File: src/rtl/vga_timing_gen.sv
// Parametrised raster timing generator: free-running h/v counters, frame counter,
// and sync/de/strobe decode delayed through a 1+PIPE_DELAY stage pipeline.
module vga_timing_gen #(
   parameter int unsigned H_DISPLAY  = 640,
   parameter int unsigned H_FRONT    = 16,
   parameter int unsigned H_SYNC     = 96,
   parameter int unsigned H_BACK     = 48,
   parameter int unsigned V_DISPLAY  = 480,
   parameter int unsigned V_FRONT    = 10,
   parameter int unsigned V_SYNC     = 2,
   parameter int unsigned V_BACK     = 33,
   parameter bit          H_POL      = 1'b0,
   parameter bit          V_POL      = 1'b0,
   parameter int unsigned PIPE_DELAY = 0,
   parameter int unsigned CNT_W      = 11
) (
   input  logic             video_clk,
   input  logic             reset_n,
   input  logic             enable,
   output logic [CNT_W-1:0] hcount,
   output logic [CNT_W-1:0] vcount,
   output logic             hsync,
   output logic             vsync,
   output logic             de,
   output logic             line_start,
   output logic             frame_start,
   output logic             vblank_start,
   output logic [7:0]       frame_count
);

   localparam int unsigned H_TOTAL  = H_DISPLAY + H_FRONT + H_SYNC + H_BACK;
   localparam int unsigned HS_START = H_DISPLAY + H_FRONT;
   localparam int unsigned HS_END   = HS_START + H_SYNC;
   localparam int unsigned V_TOTAL  = V_DISPLAY + V_FRONT + V_SYNC + V_BACK;
   localparam int unsigned VS_START = V_DISPLAY + V_FRONT;
   localparam int unsigned VS_END   = VS_START + V_SYNC;
   localparam int unsigned NSTAGE   = PIPE_DELAY + 1;
   localparam int unsigned DEC_W    = 6;

   // Decode vector layout: {hsync, vsync, de, line_start, frame_start, vblank_start}
   localparam logic [DEC_W-1:0] DEC_IDLE = {~H_POL, ~V_POL, 4'b0000};

   logic [CNT_W-1:0] r_hcount;
   logic [CNT_W-1:0] r_vcount;
   logic [7:0]       r_frame_count;
   logic [DEC_W-1:0] r_pipe [NSTAGE];

   logic             w_h_last;
   logic             w_v_last;
   logic             w_h_zero;
   logic             w_hsync_act;
   logic             w_vsync_act;
   logic             w_de;
   logic [DEC_W-1:0] w_dec;

   assign w_h_last = (r_hcount == CNT_W'(H_TOTAL - 1));
   assign w_v_last = (r_vcount == CNT_W'(V_TOTAL - 1));
   assign w_h_zero = (r_hcount == '0);

   // Position and frame counters; everything holds while enable is low
   always_ff @(posedge video_clk or negedge reset_n) begin
      if (!reset_n) begin
         r_hcount      <= '0;
         r_vcount      <= '0;
         r_frame_count <= '0;
      end else if (enable) begin
         if (w_h_last) begin
            r_hcount <= '0;
            if (w_v_last) begin
               r_vcount      <= '0;
               r_frame_count <= r_frame_count + 8'd1;
            end else begin
               r_vcount <= r_vcount + CNT_W'(1);
            end
         end else begin
            r_hcount <= r_hcount + CNT_W'(1);
         end
      end
   end

   // Decode of the current counter position (vsync depends on vcount only)
   always_comb begin
      w_hsync_act = (r_hcount >= CNT_W'(HS_START)) && (r_hcount < CNT_W'(HS_END));
      w_vsync_act = (r_vcount >= CNT_W'(VS_START)) && (r_vcount < CNT_W'(VS_END));
      w_de        = (r_hcount < CNT_W'(H_DISPLAY)) && (r_vcount < CNT_W'(V_DISPLAY));
      w_dec       = {w_hsync_act ? H_POL : ~H_POL,
                     w_vsync_act ? V_POL : ~V_POL,
                     w_de,
                     w_h_zero,
                     w_h_zero && (r_vcount == '0),
                     w_h_zero && (r_vcount == CNT_W'(V_DISPLAY))};
   end

   // Output alignment pipeline; shifts regardless of enable
   always_ff @(posedge video_clk or negedge reset_n) begin
      if (!reset_n) begin
         for (int i = 0; i < int'(NSTAGE); i++) r_pipe[i] <= DEC_IDLE;
      end else begin
         r_pipe[0] <= w_dec;
         for (int i = 1; i < int'(NSTAGE); i++) r_pipe[i] <= r_pipe[i-1];
      end
   end

   assign hcount       = r_hcount;
   assign vcount       = r_vcount;
   assign frame_count  = r_frame_count;
   assign hsync        = r_pipe[NSTAGE-1][5];
   assign vsync        = r_pipe[NSTAGE-1][4];
   assign de           = r_pipe[NSTAGE-1][3];
   assign line_start   = r_pipe[NSTAGE-1][2];
   assign frame_start  = r_pipe[NSTAGE-1][1];
   assign vblank_start = r_pipe[NSTAGE-1][0];

endmodule

File: config.mk
export PLATFORM = sky130hd
export DESIGN_NAME = vga_timing_gen
export DESIGN_NICKNAME = d
export VERILOG_FILES = /design/src/rtl/vga_timing_gen.sv
export SDC_FILE = /design/constraint.sdc
export NUM_CORES = 1
export LEC_CHECK = 0
export ABC_AREA = 1
export ABC_CLOCK_PERIOD_IN_PS = 1800
export CORE_AREA = 2 2 66 68
export CTS_BUF_LIST = sky130_fd_sc_hd__clkbuf_4 sky130_fd_sc_hd__clkbuf_8
export DETAILED_ROUTE_END_ITERATION = 10
export DIE_AREA = 0 0 68 70
export PLACE_DENSITY_LB_ADDON = 0.3
export REMOVE_ABC_BUFFERS = 1
export SYNTH_ARGS = -nofsm -noshare
export SYNTH_HDL_FRONTEND = slang
export SYNTH_SLANG_ARGS = --single-unit
File: constraint.sdc
create_clock -name video_clk -period 1.8 [get_ports video_clk]
set_input_delay 0.54 -clock video_clk [delete_from_list [all_inputs] [get_ports video_clk]]
set_output_delay 0.54 -clock video_clk [all_outputs]
set_load 0.1 [all_outputs]
==> results of run 1 <==
[area by class of cell]
type / count / area [um2]
fill: 303 / 1070
multi-input combinational: 197 / 1040
sequential: 36 / 903
timing repair buffer: 49 / 836
inverter: 30 / 114
clock buffer: 5 / 68.8
tap: 52 / 65.1
clock inverter: 3 / 42.5
[metrics by stage]
stage,setup TNS (ns),total power [W],instances,setup slack [ns],utilization
2_1_floorplan,-6.07,0.00215,263,-0.354,-
3_3_place_gp,-0.171,0.00281,364,-0.0381,0.714
3_5_place_dp,-0.951,0.00282,364,-0.0971,0.714
4_1_cts,0,0.00353,372,0.140,0.741
5_1_grt,0,0.00367,372,0.0771,0.741
6_report,0,0.00351,372,0.150,0.741
[cell families (layout without fill, tap and decap cells)]
logic type / count (synthesis) / count (layout)
AOI/OAI and AO/OA: 15 / 15
xor gates and xnor gates: 14 / 14
adders and majority gates: 6 / 6
buffers and inverters: 33 / 87
DFF: 36 / 36
and+or+nand+nor: 162 / 162
[registers in the layout, indices dropped and copies added, names as in the netlist]
register and count:
vcount 11, r_pipe 6, frame_count 8, hcount 11
[routing by layer]
metal	vias to the layer above	track usage
met2	60	0.316
met4	0	0.0800
met1	844	0.325
li1	937	-
met5	-	0
met3	9	0.0548
[tightest hold or removal path: stages, from the launching register on]
cell and delay (ns):
sky130_fd_sc_hd__dfrtp_1 0.39, sky130_fd_sc_hd__inv_1 0.09, sky130_fd_sc_hd__a21oi_1 0.07
[power by group through the flow]
stage / Combinational, W / Sequential (W) / Clock [W]
2_1_floorplan: 0.000285 / 0.00186 / 0
3_3_place_gp: 0.00169 / 0.00112 / 0
3_5_place_dp: 0.00170 / 0.00113 / 0
4_1_cts: 0.00170 / 0.00111 / 0.000718
5_1_grt: 0.00178 / 0.00113 / 0.000767
6_report: 0.00169 / 0.00111 / 0.000711
[placed cells by master (no fill, tap or decap)]
cell type                         count
sky130_fd_sc_hd__clkinv_2             2
sky130_fd_sc_hd__buf_4               10
sky130_fd_sc_hd__nand2_2              5
sky130_fd_sc_hd__xor2_1              12
sky130_fd_sc_hd__buf_12              37
sky130_fd_sc_hd__nor3b_1              1
sky130_fd_sc_hd__nand4_4              2
sky130_fd_sc_hd__o21ai_0             10
sky130_fd_sc_hd__o21ai_2              3
sky130_fd_sc_hd__nor3_2               1
sky130_fd_sc_hd__a21oi_1              2
sky130_fd_sc_hd__nor2_2               4
sky130_fd_sc_hd__clkbuf_8             5
sky130_fd_sc_hd__nand3b_1             2
sky130_fd_sc_hd__inv_2                2
sky130_fd_sc_hd__nand2_1             87
sky130_fd_sc_hd__nor4_1               4
sky130_fd_sc_hd__nor2_1              28
sky130_fd_sc_hd__nor2_4               2
sky130_fd_sc_hd__ha_1                 6
sky130_fd_sc_hd__clkdlybuf4s50_1      2
sky130_fd_sc_hd__nand4_1              2
sky130_fd_sc_hd__dfrtp_1             34
sky130_fd_sc_hd__bufinv_16            1
sky130_fd_sc_hd__nand2_4              2
sky130_fd_sc_hd__dfstp_2              2
sky130_fd_sc_hd__nand3_1             18
sky130_fd_sc_hd__clkinvlp_4           1
sky130_fd_sc_hd__nor3_1               4
sky130_fd_sc_hd__xnor2_1              2
sky130_fd_sc_hd__inv_1               27
[worst paths after layout]
path | start | to | slack [ns] | depth (start not counted)
hold reg to reg | hcount[6] | hcount[6] | 0.57 | 2
max in group asynchronous | reset_n | r_pipe[4] | 0.93 | 2
min in group asynchronous | reset_n | hcount[7] | 0.61 | 2
setup reg to reg | hcount[1] | frame_count[3] | 0.29 | 8
hold / removal | hcount[6] | hcount[6] | 0.57 | 2
setup / recovery | hcount[4] | hcount[4] | 0.15 | 1
==> flow_summary.yaml, run 1 <==
run:
  maxCapViolations: 0
synth:
  edff_count_synth: 0
  synth_xor_xnor_area_share: 0.0589
  mappedNetlistArea_um2: 2080
  synthAdderAreaFrac: 0.0360
  synth.yosys.seq_area_share: 0.434
  main_combinational_cell_family_by_area_after_synthesis: "simple AND/OR/NAND/NOR gates"
  postSynth.topFlopCell: "sky130_fd_sc_hd__dfrtp_1"
  synth.top_cells.by_count: "sky130_fd_sc_hd__nand2_1 (87), sky130_fd_sc_hd__dfrtp_1 (34), sky130_fd_sc_hd__nor2_1 (28)"
  post-synth-top-area-cell: "sky130_fd_sc_hd__dfrtp_1"
  synth.top_cells.by_area: "sky130_fd_sc_hd__dfrtp_1 (41%), sky130_fd_sc_hd__nand2_1 (16%), sky130_fd_sc_hd__nor2_1 (5.0%)"
  postSynthCellCount: 266
  synth_top_area_frac: 0.408
  synth_seq_cells: 36
  synth_compound_area_frac: 0.0414
  synth-simple-area-share: 0.363
  syn-mean-instance-area_um2: 7.83
  synth_most_common_cell: "sky130_fd_sc_hd__nand2_1"
  async_flop_share: 1.00
  ys.warnings.count: 0
  unique_cell_type_count_in_the_yosys_netlist: 27
  synth_mux_area_frac: 0
cells_and_area:
  syn2layout_area_growth_pct: 47.3
  drive_gt1_frac: 0.247
  antenna_cells_inserted: 0
  design_area_um2: 3070
  fin_nets: 328
worst_setup_path:
  critPathKind: "reg -> out"
  cp.required_ns: 1.26
  start_kind: "flip-flop"
  critical_path_peak_fanout: 8
  critical_path.cell_chain: "buf_12"
  cpMaxStageDelayCell: "sky130_fd_sc_hd__dfrtp_1"
  worst_path_dominant_cell_family: "flip-flops"
  slowest_delay_ns: 0.58
  critPathBufInv: 1
  arrival_worst_endpoint_ns: 1.11
  cp-end-kind: "output pin"
global_route:
  grt_util_all_layers: 0.222
  pin_count_of_the_biggest_net_entering_global_routing: 37
  grt_pass1_vias: 1728
  globalRouteOverflowTotal: 0
  initial_antenna_violation_count: 0
  grt_first_pass_wirelength_mm: 7.98
run_status:
  run_status: "finished clean"
drt:
  first_pass_iters: 4
  wire_per_inst_um: 12.3
  route.met2.wl_mm: 2.17
  num_vias: 1850
  met3_length_um: 226
  remaining_drc_errors: 0
  routed_via_density: 4.97
  postRouteWirelength_mm: 4.56
  drt_first_iter_violations: 114
  post_route_m1_wl_mm: 2.08
  antenna_violating_nets_post_route: 0
  dr.max_layer_used: "met4"
clocking:
  numCtsBuffers: 5
  cts_tree: "done"
  max-clock-path-buffers: 2
  cts.sinks: 36
  postCtsSetupBuffers: 0
  clkTransAtPathRegs_ns: 0.07
  clock_tree.htree_level_count: 2
  post_cts_hold_buffer_count: 0
  cts_root_buffer: "sky130_fd_sc_hd__clkbuf_8"
  post_cts.resized_instances: 0
  worstSkewPairLatency_ns: 0.30
pwr:
  fraction_of_power_consumed_by_the_clock_network: 0.203
  total_switching_power_w: 0.00161
  static_power_due_to_leakage_nw: 1.53
  worst_ir_drop_vdd_mv: 1.00
  share_comb_of_total_power: 0.482
  sequential_fraction_of_design_power: 0.315
  power.internal_w: 0.00190
  powerDensity_nw_per_um2: 1140
  power_switching_share: 0.459
sta:
  final.period_utilization: 0.917
  worst_slew_margin_rel: 0.738
  final-max-slew-violation-count: 0
  finalSetupViolations: 0
  fin_crit_ns: 1.65
  rsz0062_at_grt: "false"
  worst_slew_pin_slew_ns: 0.392
  hold_violations: 0
  minimum_hold_slack_ns: 0.573
  skew_ns: 0.00610
  timing.fmax_mhz: 606
die:
  floorplan.initialDensity: 0.503
  core-area_um2: 4140
  floorplan.rows: 24
  die_h_um: 70
  boundaryPins: 39
  die_area_um2: 4760
  die_x_um: 68
place:
  dpl-instance-area_um2: 2960
  dp_hpwl_mm: 3.37
  gp_congestion: 0.864
  port-buffer-count: 38
worst_hold_path:
  kind_of_path_behind_the_tightest_hold_check: "reg -> reg"
No activity file was read; power rests on OpenSTA's default activity.
==> run 2: changes to the inputs <==
- ABC_CLOCK_PERIOD_IN_PS: 1800 -> unset
==> results of run 2 <==
Final layout, timing and power as in run 1 (identical DEF).
